**src/rtl/pet_vram_pkg.sv**
```systemverilog
// Shared types and constants for the PET video RAM slot scheduler.
package pet_vram_pkg;

    typedef enum logic [1:0] {
        IDLE,
        ISSUE,
        CAPTURE,
        ACK
    } vram_fsm_e;

    typedef enum logic [1:0] {
        OWN_CPU,
        OWN_VIDEO,
        OWN_DMA
    } vram_owner_e;

    localparam logic [2:0] VIDEO_PHASE0 = 3'd0;
    localparam logic [2:0] VIDEO_PHASE1 = 3'd4;

    function automatic logic is_video_phase(input logic [2:0] phase, input logic dual_fetch);
        return (phase == VIDEO_PHASE0) || (dual_fetch && (phase == VIDEO_PHASE1));
    endfunction

endpackage

```
**src/rtl/pet_vram_post_buf.sv**
```systemverilog
// One-entry posted-write buffer: holds a CPU write that lost its slot until the
// bus frees up. A new capture while full simply overwrites (last write wins).
module pet_vram_post_buf #(
    parameter int ADDR_W = 10,
    parameter int DATA_W = 8
) (
    input  logic              clk,
    input  logic              reset_n,
    input  logic              capture,
    input  logic              commit,
    input  logic [ADDR_W-1:0] cap_addr,
    input  logic [DATA_W-1:0] cap_data,
    output logic              full,
    output logic [ADDR_W-1:0] addr,
    output logic [DATA_W-1:0] data
);

    // NOTE: sequential state uses non-blocking assignments so every register
    // samples the pre-edge values regardless of block ordering.
    always_ff @(posedge clk or negedge reset_n) begin
        if (!reset_n) begin
            full <= 1'b0;
            addr <= '0;
            data <= '0;
        end else if (capture) begin
            full <= 1'b1;
            addr <= cap_addr;
            data <= cap_data;
        end else if (commit) begin
            full <= 1'b0;
        end
    end

endmodule

```
**src/rtl/pet_vram_slot_scheduler.sv**
```systemverilog
// PET video RAM time-slot scheduler: shares the single VRAM port between CPU,
// video fetch and a DMA port; drives load_sr and emulates 2001 snow.
module pet_vram_slot_scheduler
    import pet_vram_pkg::*;
#(
    parameter int ADDR_W     = 10,
    parameter int DATA_W     = 8,
    parameter int DUAL_FETCH = 0
) (
    input  logic              clk,
    input  logic              reset_n,
    input  logic              ce_1m,
    input  logic              ce_8mp,
    input  logic              ce_8mn,
    input  logic              snow_mode,
    input  logic              cpu_sel,
    input  logic              cpu_we,
    input  logic [ADDR_W-1:0] cpu_addr,
    input  logic [DATA_W-1:0] cpu_wdata,
    input  logic [ADDR_W-1:0] video_addr,
    input  logic              dma_req,
    input  logic              dma_we,
    input  logic [ADDR_W-1:0] dma_addr,
    input  logic [DATA_W-1:0] dma_wdata,
    input  logic [DATA_W-1:0] vram_q,
    output logic              dma_ack,
    output logic [DATA_W-1:0] dma_rdata,
    output logic [ADDR_W-1:0] vram_addr,
    output logic              vram_we,
    output logic [DATA_W-1:0] vram_wdata,
    output logic              cpu_owner,
    output logic              load_sr,
    output logic              snow_evt
);

    localparam logic DUAL = (DUAL_FETCH != 0);

    logic [2:0]        phase;
    logic              video_slot;
    vram_fsm_e         state;
    vram_owner_e       owner;
    logic              dma_we_q;
    logic [ADDR_W-1:0] dma_addr_q;
    logic [DATA_W-1:0] dma_wdata_q;
    logic              buf_full;
    logic [ADDR_W-1:0] buf_addr;
    logic [DATA_W-1:0] buf_data;

    // ce_1m restarts the phase in the same cycle, so decisions use this view.
    logic [2:0] phase_now;
    logic       slot_open;
    logic       dma_issue;
    logic       dma_accept;
    logic       post_commit;
    logic       post_capture;

    assign phase_now    = ce_1m ? 3'd0 : phase;
    assign slot_open    = ce_8mp && is_video_phase(phase_now, DUAL);
    assign dma_issue    = (state == ISSUE);
    assign dma_accept   = (state == IDLE) && ce_8mp && dma_req && !is_video_phase(phase_now, DUAL)
                          && !video_slot && !cpu_sel && !buf_full;
    assign post_commit  = buf_full && !video_slot && !dma_issue;
    assign post_capture = cpu_sel && cpu_we && ((video_slot && !snow_mode) || dma_issue);

    assign owner     = video_slot ? OWN_VIDEO : (dma_issue ? OWN_DMA : OWN_CPU);
    assign cpu_owner = (owner == OWN_CPU);

    pet_vram_post_buf #(
        .ADDR_W (ADDR_W),
        .DATA_W (DATA_W)
    ) u_post_buf (
        .clk      (clk),
        .reset_n  (reset_n),
        .capture  (post_capture),
        .commit   (post_commit),
        .cap_addr (cpu_addr),
        .cap_data (cpu_wdata),
        .full     (buf_full),
        .addr     (buf_addr),
        .data     (buf_data)
    );

    always_comb begin
        // NOTE: defaults first so every path assigns every output and no latch is inferred.
        vram_addr  = cpu_sel ? cpu_addr : video_addr;
        vram_we    = cpu_sel && cpu_we;
        vram_wdata = cpu_wdata;
        if (post_commit) begin
            vram_addr  = buf_addr;
            vram_we    = 1'b1;
            vram_wdata = buf_data;
        end else if (owner == OWN_VIDEO) begin
            if (snow_mode && cpu_sel) begin
                vram_addr = cpu_addr;
                vram_we   = cpu_we;
            end else begin
                vram_addr = video_addr;
                vram_we   = 1'b0;
            end
        end else if (owner == OWN_DMA) begin
            vram_addr  = dma_addr_q;
            vram_we    = dma_we_q;
            vram_wdata = dma_wdata_q;
        end
    end

    always_ff @(posedge clk or negedge reset_n) begin
        if (!reset_n) begin
            phase      <= 3'd0;
            video_slot <= 1'b0;
            load_sr    <= 1'b0;
            snow_evt   <= 1'b0;
        end else begin
            if (ce_1m) begin
                phase <= 3'd0;
            end else if (ce_8mn && (phase != 3'd7)) begin
                phase <= phase + 3'd1;
            end

            if (slot_open) begin
                video_slot <= 1'b1;
            end else if (ce_8mn) begin
                video_slot <= 1'b0;
            end

            if (ce_1m) begin
                load_sr <= 1'b1;
            end else if (ce_8mn) begin
                load_sr <= 1'b0;
            end

            snow_evt <= slot_open && snow_mode && cpu_sel;
        end
    end

    // DMA sequencer: the RAM read launched in ISSUE lands on vram_q in CAPTURE.
    always_ff @(posedge clk or negedge reset_n) begin
        if (!reset_n) begin
            state       <= IDLE;
            dma_we_q    <= 1'b0;
            dma_addr_q  <= '0;
            dma_wdata_q <= '0;
            dma_ack     <= 1'b0;
            dma_rdata   <= '0;
        end else begin
            dma_ack <= 1'b0;
            unique case (state)
                IDLE: begin
                    if (dma_accept) begin
                        dma_we_q    <= dma_we;
                        dma_addr_q  <= dma_addr;
                        dma_wdata_q <= dma_wdata;
                        state       <= ISSUE;
                    end
                end
                ISSUE: begin
                    state <= CAPTURE;
                end
                CAPTURE: begin
                    if (!dma_we_q) begin
                        dma_rdata <= vram_q;
                    end
                    dma_ack <= 1'b1;
                    state   <= ACK;
                end
                ACK: begin
                    state <= IDLE;
                end
                default: begin
                    state <= IDLE;
                end
            endcase
        end
    end

endmodule

```
**config.mk**
```make
export PLATFORM = sky130hd
export DESIGN_NAME = pet_vram_slot_scheduler
export DESIGN_NICKNAME = d
export VERILOG_FILES = /design/src/rtl/pet_vram_pkg.sv /design/src/rtl/pet_vram_post_buf.sv /design/src/rtl/pet_vram_slot_scheduler.sv
export SDC_FILE = /design/constraint.sdc
export NUM_CORES = 1
export LEC_CHECK = 0
export BUFFER_PORTS_ARGS = -buffer_cell sky130_fd_sc_hd__buf_4
export CAP_MARGIN = 20
export CORE_MARGIN = 1.5
export CORE_UTILIZATION = 50
export CTS_CLUSTER_DIAMETER = 50
export DETAILED_ROUTE_END_ITERATION = 10
export PLACE_DENSITY = 0.79
export SKIP_LAST_GASP = 1
export SYNTH_ARGS = -nofsm -noshare
export SYNTH_HDL_FRONTEND = slang
export SYNTH_SLANG_ARGS = --single-unit
```
**constraint.sdc**
```tcl
create_clock -name clk -period 2.6 [get_ports clk]
set_input_delay 0.13 -clock clk [delete_from_list [all_inputs] [get_ports clk]]
set_output_delay 0.13 -clock clk [all_outputs]
set_load 0.01 [all_outputs]
```
==> results summary <==
The async set-or-reset flop fraction in the synthesized netlist is 1.00. The maximum clock insertion buffer count came out at 2. The worst path in the final design needs a cycle of 2.27 ns, including I/O delays and setup. The floorplan has 27 rows. By count the netlist is led by sky130_fd_sc_hd__dfrtp_1, sky130_fd_sc_hd__mux2_2, sky130_fd_sc_hd__mux2i_1.

The total power per unit cell area is approximately 840 mW/mm2. The wire length of the first global-routing pass came out at approximately 11 mm. After clock tree synthesis, the setup repair step added 0 buffers. The final instance count without filler cells came out at around 410. The slowest stage of the critical path belongs to the cell sky130_fd_sc_hd__nor2b_1. The number of antenna violations at the first check in global routing came out at 0. The height of the die is around 80 um.

Setup repair after global routing left no endpoint under its margin. The startpoint identified for the worst hold timing path is ce_8mn. The violation count after the first detailed-route iteration is 117. The top cell type's share of synthesized area came out at 0.466. The TritonCTS clock tree is yes. Detailed placement ended at an HPWL of roughly 4.8 mm. Synthesis inferred between 50 and 60 register bits. The worst hold slack across all endpoints is 0.0395 ns. Of the synthesized area, sequential elements account for 0.466. The via count is 2248. The number of pins exceeding their max-slew limit in the final report came out at 0. The worst setup path is launched from a flop.

The core footprint came out at ~0.0056 mm2. Clock tree synthesis found a total of 55 sinks. Entering global routing, the biggest net connects 56 pins. The total overflow left after global routing is 0. In the final design database the tool counted 409 nets. The logic depth of the worst register-to-register path is 6. The worst path setup slack after routing came out at 0.326 ns. The highest cell delay on the worst timing path is 0.49 ns. The via count of the first global-routing pass is 2350.

The multi-input combinational cells in the finished layout cover a total of 0.00147 mm2. For this configuration, the core starts out at a cell density of 0.526. Tracing the worst setup path back leads to its startpoint at state[1]$_DFFE_PN0P_. The synthesized netlist contains 32 unique library cells.

The first-pass detailed-route iteration total came out at 4. The sum of negative setup slack came out at 0 ns. The required arrival time at the worst endpoint is 2.47 ns.

For this run, the total global-route usage over all layers was measured as 0.223. The worst-margin pin slew came out at approximately 0.67 ns. The layer flagged by global routing as most heavily used is met2. The buffering stage count on the worst path with inverters included is 3. The final clock period utilization by the worst path came out at 0.874.

The analysis attributes to cell leakage a power of 1.87 nW. The worst reg2reg path endpoint is u_post_buf.addr[7]$_DFFE_PN0P_. The setup path with the least slack is of type flop to output pin.

The via count normalized by instance count came out at 5.46. The worst setup path is captured at an output pin. The switching component of the power came out at 1.08 mW. Clock-pin slew was measured on the worst setup and hold paths at 0.09 ns. The placement-stage worst setup slack came out at about 0.67 ns. Relative to the synthesized area, the layout overhead comes to 29.0%. After filler insertion, the fill cell instance count of the layout stands at 455.

The number of CTS-inserted buffers is 5. In the routed design, unresolved DRC markers number 0. The tree is rooted in a sky130_fd_sc_hd__clkbuf_8. The critical path crosses 7 cells after its start point. The critical-path maximum fanout came out at 16.

Setup violations remaining at the end of the flow were counted as 0. The internal power contribution came out at 2.13 mW. The met1 demand-to-capacity share in global routing came out at 0.291. The number of enable flip-flop cells after synthesis is 0.

The worst reg-to-reg setup slack is 0.75 ns. For this design the top-level I/O count stands at 95. In the final layout, the share of cells above drive strength 1 is 0.494. The flow ran to the end, and the final reports show no timing, DRC or antenna violations. The number of nets in the synthesized netlist is about 320. The worst setup path endpoint is vram_wdata[6]. The hold violation count in the final report is 0. The synthesized netlist cell count came out at 247. The sequential share of power is 0.401. The worst flop-to-flop path startpoint is state[1]$_DFFE_PN0P_. The min-delay analysis places its worst path in the category primary input to flop.

The maximum clock rate came out at about 440 MHz. Sorting the synthesized cells by area gives the leading types as sky130_fd_sc_hd__dfrtp_1, sky130_fd_sc_hd__mux2_2, sky130_fd_sc_hd__mux2i_1. The count of port buffers added during placement came out at 94. The most numerous cell type found on the critical path is sky130_fd_sc_hd__buf_4. Registers take 0.00138 mm2. The most common cell in the synthesized netlist is sky130_fd_sc_hd__dfrtp_1. The design draws 3.21 mW. The worst slew margin relative to its limit came out at 0.554. The switching power as a share of total power is 0.336. The worst clock skew is 0.00661 ns. The arrival time of data at the critical path endpoint came out at 2.14 ns. The number of max-capacitance violations reported came out at 0.

Across the VDD grid, the largest voltage drop is 0.601 mV. The signal on the critical path passes through inv_1, ha_1, buf_4, nor2b_1, a22oi_1, o21ai_0, buf_4. After synthesis, the mean cell area works out to around 12 um2. The part of the total power dissipated in combinational logic is 0.459. The global routing met2 resource utilization came out at 0.374. The residual antenna-violating net count after detailed routing came out at 0. In the global route stage, met3 resource usage came out at 0.0469.

The number of instances in the placed design came out at 403. The floorplan step defined a die boundary enclosing 0.00637 mm2. The biggest area contributor in the post-synthesis netlist is sky130_fd_sc_hd__dfrtp_1. The CTS H-tree depth is 2. The clock latency on the worst-skew pair came out at approximately 0.3 ns. The final weighted congestion in routability-driven placement is 0.774. The clock network power share came out at 0.139. The total of warnings raised by yosys is 0. The cell area after synthesis came out at 0.00295 mm2. The sum of routed wire length over all layers is about 6.6 mm. The kind of cell adding the most delay to the critical path is simple AND/OR/NAND/NOR gates.

The average detailed-routed wire length per instance came out at 16.1 um. In the synthesized netlist the dominant register cell turns out to be sky130_fd_sc_hd__dfrtp_1. The number of antenna repair diodes came out at 0. The width of the die is approximately 80 um.
[sequential cells by signal (all words and copies together), names as in the netlist]
signal / count
u_post_buf.full: 1
load_sr: 1
dma_ack: 1
dma_addr_q: 10
u_post_buf.data: 8
phase: 3
dma_wdata_q: 8
snow_evt: 1
dma_we_q: 1
video_slot: 1
state: 2
u_post_buf.addr: 10
dma_rdata: 8
[how the worst min path moves through the flow]
stage	end	slack, ns	cells after the start
global placement	dma_rdata[2]$_DFFE_PN0P_	0.21	1
CTS	video_slot$_DFFE_PN0P_	0.03	2
global route	video_slot$_DFFE_PN0P_	0.03	2
finish	video_slot$_DFFE_PN0P_	0.04	2
detailed placement	dma_rdata[5]$_DFFE_PN0P_	0.22	1
floorplan	dma_ack$_DFF_PN0_	-0.17	0
[final cells by class]
| type | instances | area share |
|---|---|---|
| clock buffer | 5 | 0.0181 |
| clock inverter | 3 | 0.00395 |
| multi-input combinational | 170 | 0.386 |
| sequential | 55 | 0.362 |
| inverter | 5 | 0.00493 |
| tap | 72 | 0.0237 |
| timing repair buffer | 102 | 0.202 |
[what timing repair did]
item,CTS,global route
hold endpoints to repair,55,0
resized for setup,0,0
hold buffers,1,0
endpoints found under the setup margin,0,0
[power groups by stage]
stage | sequential [mW] | clock, mW | combinational, mW
5_1_grt | 1.33 | 0.499 | 1.63
2_1_floorplan | 1.30 | 0 | 0.900
3_3_place_gp | 1.30 | 0 | 1.44
3_5_place_dp | 1.30 | 0 | 1.48
6_report | 1.29 | 0.448 | 1.48
4_1_cts | 1.29 | 0.465 | 1.49
[metrics by stage]
step | util | area [um2]
floorplan | - | 2950
global placement | 0.662 | 3710
detailed placement | 0.662 | 3710
CTS | 0.678 | 3800
global route | 0.678 | 3800
finish | 0.678 | 3800
[layout by cell type, fill, tap and decap left out, types with 10 or more instances in the layout]
| cell type | instances |
|---|---|
| sky130_fd_sc_hd__nand2_1 | 12 |
| sky130_fd_sc_hd__mux2_2 | 37 |
| sky130_fd_sc_hd__nand2b_1 | 10 |
| sky130_fd_sc_hd__a21oi_1 | 10 |
| sky130_fd_sc_hd__mux2i_1 | 21 |
| sky130_fd_sc_hd__o21ai_0 | 11 |
| sky130_fd_sc_hd__dfrtp_1 | 55 |
| sky130_fd_sc_hd__mux2_4 | 10 |
| sky130_fd_sc_hd__buf_4 | 101 |
[cells by family after synthesis]
family	Yosys count	synth area share
compound gates	46	0.105
mux	68	0.263
flops	55	0.466
simple gates	49	0.101
xor+xnor	1	0.00297
buf+inv	22	0.0360
fa+ha+maj	6	0.0254
[layer usage]
metal,up-vias,share of wire
met5,-,0
met4,0,0.013
met3,9,0.053
met2,71,0.47
met1,1085,0.46
li1,1083,-
No activity file was read; power rests on OpenSTA's default activity.
